--- config.mk ---
export PLATFORM = sky130hd
export DESIGN_NAME = adxl362_spi_responder
export DESIGN_NICKNAME = d
export VERILOG_FILES = /design/src/rtl/adxl362_pkg.sv /design/src/rtl/spi_pin_sync.sv /design/src/rtl/adxl362_spi_responder.sv
export SDC_FILE = /design/constraint.sdc
export NUM_CORES = 1
export LEC_CHECK = 0
export ABC_AREA = 1
export CAP_MARGIN = 20
export CORE_MARGIN = 2
export CORE_UTILIZATION = 30
export DETAILED_ROUTE_END_ITERATION = 16
export SYNTH_ARGS = -nofsm -noshare
export SYNTH_HDL_FRONTEND = slang
export SYNTH_HIERARCHICAL = 1
export SYNTH_SLANG_ARGS = --single-unit
--- constraint.sdc ---
create_clock -name clk_50 -period 5.03 [get_ports clk_50]
set_input_delay 1.2575 -clock clk_50 [delete_from_list [all_inputs] [get_ports clk_50]]
set_output_delay 1.2575 -clock clk_50 [all_outputs]
set_load 0.005 [all_outputs]
--- src/rtl/adxl362_pkg.sv ---
// Shared constants for the ADXL362 SPI register responder: commands, register
// addresses, soft-reset key and the transaction FSM encoding.
package adxl362_pkg;

  localparam logic [7:0] CMD_WRITE      = 8'h0A;
  localparam logic [7:0] CMD_READ       = 8'h0B;
  localparam logic [7:0] SOFT_RESET_KEY = 8'h52;

  localparam logic [7:0] ADDR_DEVID_AD  = 8'h00;
  localparam logic [7:0] ADDR_DEVID_MST = 8'h01;
  localparam logic [7:0] ADDR_PARTID    = 8'h02;
  localparam logic [7:0] ADDR_XDATA     = 8'h08;
  localparam logic [7:0] ADDR_YDATA     = 8'h09;
  localparam logic [7:0] ADDR_ZDATA     = 8'h0A;
  localparam logic [7:0] ADDR_STATUS    = 8'h0B;
  localparam logic [7:0] ADDR_XDATA_L   = 8'h0E;
  localparam logic [7:0] ADDR_XDATA_H   = 8'h0F;
  localparam logic [7:0] ADDR_YDATA_L   = 8'h10;
  localparam logic [7:0] ADDR_YDATA_H   = 8'h11;
  localparam logic [7:0] ADDR_ZDATA_L   = 8'h12;
  localparam logic [7:0] ADDR_ZDATA_H   = 8'h13;
  localparam logic [7:0] ADDR_SOFT_RST  = 8'h1F;
  localparam logic [7:0] ADDR_POWER_CTL = 8'h2D;

  typedef enum logic [2:0] {
    ST_IDLE,
    ST_CMD,
    ST_ADDR,
    ST_RDATA,
    ST_WDATA,
    ST_SKIP
  } spi_state_t;

  // High byte of a 12-bit sample, sign-extended into the upper nibble.
  function automatic logic [7:0] sample_hi(input logic [11:0] v);
    return {{4{v[11]}}, v[11:8]};
  endfunction

endpackage

--- src/rtl/spi_pin_sync.sv ---
// Two-flop synchronizer for one asynchronous SPI pin followed by a one-flop
// edge detector; rise/fall are single-cycle strobes in the clk_50 domain.
module spi_pin_sync (
  input  logic clk_50,
  input  logic reset,
  input  logic pin,
  output logic level,
  output logic rise,
  output logic fall
);

  logic sync1_q, sync2_q, delay_q;

  // Reset to 0 so a chip select already low at reset release yields no fall.
  always_ff @(posedge clk_50 or posedge reset) begin
    if (reset) begin
      sync1_q <= 1'b0;
      sync2_q <= 1'b0;
      delay_q <= 1'b0;
    end else begin
      sync1_q <= pin;
      sync2_q <= sync1_q;
      delay_q <= sync2_q;
    end
  end

  assign level = sync2_q;
  assign rise  = sync2_q & ~delay_q;
  assign fall  = ~sync2_q & delay_q;

endmodule

--- src/rtl/adxl362_spi_responder.sv ---
// SPI mode-0 slave emulating the ADXL362 register interface: ID, status,
// coherent X/Y/Z sample snapshot and a writable POWER_CTL register.
module adxl362_spi_responder
  import adxl362_pkg::*;
#(
  parameter logic [7:0] DEVID_AD  = 8'hAD,
  parameter logic [7:0] DEVID_MST = 8'h1D,
  parameter logic [7:0] PARTID    = 8'hF2
) (
  input  logic        clk_50,
  input  logic        reset,
  input  logic        SCLK,
  input  logic        MOSI,
  input  logic        n_CS,
  output logic        MISO,
  input  logic [11:0] x_acc_in,
  input  logic [11:0] y_acc_in,
  input  logic [11:0] z_acc_in,
  input  logic        data_ready,
  output logic [7:0]  power_ctl,
  output logic        busy
);

  logic sclk_level, sclk_rise, sclk_fall;
  logic mosi_level, mosi_rise, mosi_fall;
  logic cs_level, cs_rise, cs_fall;
  logic unused_sync;

  spi_pin_sync u_sync_sclk (.clk_50(clk_50), .reset(reset), .pin(SCLK),
                            .level(sclk_level), .rise(sclk_rise), .fall(sclk_fall));
  spi_pin_sync u_sync_mosi (.clk_50(clk_50), .reset(reset), .pin(MOSI),
                            .level(mosi_level), .rise(mosi_rise), .fall(mosi_fall));
  spi_pin_sync u_sync_cs   (.clk_50(clk_50), .reset(reset), .pin(n_CS),
                            .level(cs_level), .rise(cs_rise), .fall(cs_fall));

  assign unused_sync = ^{sclk_level, mosi_rise, mosi_fall};

  spi_state_t  state_q, state_next;
  logic [2:0]  bit_cnt_q;
  logic [7:0]  rx_shift_q, tx_shift_q, addr_q, power_ctl_q;
  logic        is_read_q, miso_q, dr_q;
  logic [11:0] shadow_x_q, shadow_y_q, shadow_z_q;

  logic [7:0]  rx_byte, reg_rdata;
  logic        byte_done, tx_load, wr_en, soft_clear, dr_clear;

  // Per-cycle events derived from the synchronized strobes.
  always_comb begin
    rx_byte    = {rx_shift_q[6:0], mosi_level};
    byte_done  = 1'b0;
    tx_load    = 1'b0;
    wr_en      = 1'b0;
    soft_clear = 1'b0;
    dr_clear   = 1'b0;
    if (sclk_rise && bit_cnt_q == 3'd7)
      byte_done = 1'b1;
    if (state_q == ST_RDATA && sclk_fall && bit_cnt_q == 3'd0)
      tx_load = 1'b1;
    if (state_q == ST_WDATA && byte_done)
      wr_en = 1'b1;
    if (wr_en && addr_q == ADDR_SOFT_RST && rx_byte == SOFT_RESET_KEY)
      soft_clear = 1'b1;
    if (tx_load && (addr_q == ADDR_XDATA_L || addr_q == ADDR_XDATA))
      dr_clear = 1'b1;
    if (soft_clear)
      dr_clear = 1'b1;
  end

  always_comb begin
    reg_rdata = 8'h00;
    case (addr_q)
      ADDR_DEVID_AD:  reg_rdata = DEVID_AD;
      ADDR_DEVID_MST: reg_rdata = DEVID_MST;
      ADDR_PARTID:    reg_rdata = PARTID;
      ADDR_XDATA:     reg_rdata = shadow_x_q[11:4];
      ADDR_YDATA:     reg_rdata = shadow_y_q[11:4];
      ADDR_ZDATA:     reg_rdata = shadow_z_q[11:4];
      ADDR_STATUS:    reg_rdata = {7'b0, dr_q};
      ADDR_XDATA_L:   reg_rdata = shadow_x_q[7:0];
      ADDR_XDATA_H:   reg_rdata = sample_hi(shadow_x_q);
      ADDR_YDATA_L:   reg_rdata = shadow_y_q[7:0];
      ADDR_YDATA_H:   reg_rdata = sample_hi(shadow_y_q);
      ADDR_ZDATA_L:   reg_rdata = shadow_z_q[7:0];
      ADDR_ZDATA_H:   reg_rdata = sample_hi(shadow_z_q);
      ADDR_POWER_CTL: reg_rdata = power_ctl_q;
      default:        reg_rdata = 8'h00;
    endcase
  end

  // FSM: state register
  always_ff @(posedge clk_50 or posedge reset) begin
    if (reset) state_q <= ST_IDLE;
    else       state_q <= state_next;
  end

  // FSM: next state; a high chip select always returns to IDLE.
  always_comb begin
    state_next = state_q;
    if (cs_level || cs_rise) begin
      state_next = ST_IDLE;
    end else begin
      case (state_q)
        ST_IDLE: if (cs_fall) state_next = ST_CMD;
        ST_CMD:
          if (byte_done)
            state_next = (rx_byte == CMD_READ || rx_byte == CMD_WRITE) ? ST_ADDR : ST_SKIP;
        ST_ADDR:
          if (byte_done)
            state_next = is_read_q ? ST_RDATA : ST_WDATA;
        default: state_next = state_q;
      endcase
    end
  end

  // FSM: outputs
  always_comb begin
    busy      = (state_q != ST_IDLE);
    MISO      = miso_q;
    power_ctl = power_ctl_q;
  end

  always_ff @(posedge clk_50 or posedge reset) begin
    if (reset) begin
      bit_cnt_q   <= 3'd0;
      rx_shift_q  <= 8'h00;
      tx_shift_q  <= 8'h00;
      addr_q      <= 8'h00;
      is_read_q   <= 1'b0;
      miso_q      <= 1'b0;
      power_ctl_q <= 8'h00;
      dr_q        <= 1'b0;
      shadow_x_q  <= 12'h000;
      shadow_y_q  <= 12'h000;
      shadow_z_q  <= 12'h000;
    end else begin
      if (cs_fall) begin
        shadow_x_q <= x_acc_in;
        shadow_y_q <= y_acc_in;
        shadow_z_q <= z_acc_in;
      end

      if (state_q == ST_IDLE)
        bit_cnt_q <= 3'd0;
      else if (sclk_rise && state_q != ST_SKIP)
        bit_cnt_q <= bit_cnt_q + 3'd1;

      if (sclk_rise)
        rx_shift_q <= rx_byte;

      if (state_q == ST_CMD && byte_done)
        is_read_q <= (rx_byte == CMD_READ);

      if (state_q == ST_ADDR && byte_done)
        addr_q <= rx_byte;
      else if ((state_q == ST_RDATA || state_q == ST_WDATA) && byte_done)
        addr_q <= addr_q + 8'd1;

      if (tx_load)
        tx_shift_q <= reg_rdata;
      else if (state_q == ST_RDATA && sclk_fall)
        tx_shift_q <= {tx_shift_q[6:0], 1'b0};

      if (state_next != ST_RDATA)
        miso_q <= 1'b0;
      else if (tx_load)
        miso_q <= reg_rdata[7];
      else if (sclk_fall)
        miso_q <= tx_shift_q[6];

      if (wr_en && addr_q == ADDR_POWER_CTL)
        power_ctl_q <= rx_byte;
      else if (soft_clear)
        power_ctl_q <= 8'h00;

      // A new sample pulse takes priority over any clearing event.
      if (data_ready)
        dr_q <= 1'b1;
      else if (dr_clear)
        dr_q <= 1'b0;
    end
  end

endmodule

==> run metrics <==
overall die height 127 um; 1st-pass router iterations 5; cell count after synthesis 585; TritonCTS clock tree built; max-slew violations 0; growth of design area from synthesis to finish 21.2%; Worst IR Drop VDD 0.000152 V; mean cell area of the mapped netlist 7.71 um2; Tcrit/Tclk final 57.4%; worst relative slew slack 40.4%; final-report setup violation count 0; violation count after the first detailed-route iteration 224; detailed-routed wire length on met2 5.29 mm; Worst Path Required 3.77 ns; Lkg Pwr 2.60 nW; fraction of layout cells with a size suffix above 1 9.89%; buffer levels on the longest clock path 2; clock latency on the worst-skew pair 0.34 ns; x dimension of the die 127 um; power consumption 1.50 mW; slowest stage delay, CP 0.54 ns; Fin. Hold Viols 0; Netlist Area Pre-Place 4510 um2; number of max-capacitance violations reported 0; overall routing resource usage 15.4%; routed length on met1 5.52 mm; HPWL after DPL 9.17 mm; cell-by-cell listing of the critical path nor2_1 -> nand2_1 -> clkdlybuf4s50_1; count of input and output buffers 51; syn_nets 634; wirelength, routed 11.8 mm; final critical-path required period 2.89 ns; setup clock skew after layout 0.00608 ns; depth of the CTS H-tree 3; nature of the critical path endpoint output pin; area of the core 14600 um2; CP Data Arrival Time 1.63 ns; count of buffer and inverter cells on the critical path 1; uppermost routed layer met4; Warnings, synthesis 6; final setup slack of the worst path 2.14 ns; DR WL/cell 14.4 um; total met3 wirelength after detailed routing 726 um; fraction of the core area covered by cells at the end of the flow 37.5%; initial antenna violation count 0; Resize count post-CTS 0; clk sink count 83; nets@finish 685; area of the die 16000 um2; number of core rows 44; residual DRC count 0; result of the run finished, final reports clean; category of the most critical setup path reg -> out; CTS Root Cell sky130_fd_sc_hd__clkbuf_16; clock slew at reported path FFs 0.05 ns; Slew @ Worst Pin 0.891 ns; wire length of the first global-routing pass 19.3 mm; Setup TNS 0 ns; type of the tightest min-delay check reg -> reg; number of vias in the routed layout 3999; Power Dens Cells 275 nW/um2; slowest CP cell sky130_fd_sc_hd__clkdlybuf4s50_1; ant diodes 0; via/cell ratio 4.87; initial standard-cell utilization of the core 30.9%; maximum clock frequency 346 MHz; placer congestion estimate 0.879; grt total ovfl 0; kind of start point of the critical path flip-flop; pin count of the biggest net entering global routing 49; RSZ-0062 raised after global routing no; Crit Path Max Fanout 9; Crit path max-delay family buffers and inverters; Post-DRT Antenna Nets 0; Hold-fix buffers, CTS 0; number of top-level pins 52; Post-Place Worst Slack 2.24 ns; number of buffers created by CTS 9; vias in the first global route 3805; buffers inserted during post-CTS setup optimization 0
state kept, by name (all words and copies together) (netlist names), 3 cells and up:
register / count
shadow_x_q: 12
rx_shift_q: 7
tx_shift_q: 7
shadow_y_q: 12
state_q: 3
bit_cnt_q: 3
power_ctl: 8
shadow_z_q: 12
addr_q: 8
cells in the final DEF, fill, tap and decap left out, types with 2 or more instances in the layout:
cell type                         instances
sky130_fd_sc_hd__a21oi_1                  6
sky130_fd_sc_hd__buf_4                    2
sky130_fd_sc_hd__clkbuf_16                9
sky130_fd_sc_hd__clkbuf_8                 2
sky130_fd_sc_hd__clkdlybuf4s50_1         51
sky130_fd_sc_hd__dfrtp_1                 83
sky130_fd_sc_hd__ha_1                     7
sky130_fd_sc_hd__inv_1                   56
sky130_fd_sc_hd__inv_2                    6
sky130_fd_sc_hd__mux2_2                  25
sky130_fd_sc_hd__nand2_1                177
sky130_fd_sc_hd__nand2_2                  3
sky130_fd_sc_hd__nand3_1                 53
sky130_fd_sc_hd__nand4_1                  4
sky130_fd_sc_hd__nor2_1                  70
sky130_fd_sc_hd__nor2_2                   7
sky130_fd_sc_hd__nor2_4                   3
sky130_fd_sc_hd__nor3_1                   8
sky130_fd_sc_hd__o211ai_1                 2
sky130_fd_sc_hd__o21ai_0                 31
sky130_fd_sc_hd__o21ai_1                 15
sky130_fd_sc_hd__xor2_1                   2
layout make-up:
type	instances	area, um2
fill	1502	9120
timing repair buffer	54	546
clock buffer	12	256
tap	184	230
sequential	83	2080
inverter	62	233
multi-input combinational	426	2120
per-stage QoR:
stage | hold WS [ns] | cell area [um2] | std cells
final | 0.345 | 5470 | 821
after global routing | 0.357 | 5470 | 821
after CTS | 0.348 | 5450 | 820
after detailed placement | 0.336 | 5190 | 808
after global placement | 0.334 | 5190 | 808
after floorplan | 0.331 | 4510 | 585
power breakdown:
| part | switching, mW | total [mW] | internal, mW |
|---|---|---|---|
| combinational | 0.0704 | 0.143 | 0.0723 |
| clock | 0.237 | 0.587 | 0.350 |
| sequential | 0.0480 | 0.772 | 0.724 |
layer usage:
layer / global-route usage, % / up-vias
met4: 6.53 / 0
met5: 0 / -
met2: 23.2 / 118
met1: 20.8 / 1883
met3: 4.34 / 19
li1: - / 1979
path summary, 6_finish.rpt:
check                                  start  cells after the start             endpoint  slack [ns]
max in group asynchronous              reset                      3        shadow_x_q[9]        2.88
max reg2reg                u_sync_sclk/level                      8            addr_q[7]        2.15
max                               state_q[1]                      3                 busy        2.14
min reg2reg                u_sync_cs/sync1_q                      0      u_sync_cs/level        0.34
min in group asynchronous              reset                      2  u_sync_mosi/sync1_q        1.16
min                        u_sync_cs/sync1_q                      0      u_sync_cs/level        0.34
Note: power is estimated with default switching activity, not from simulation.
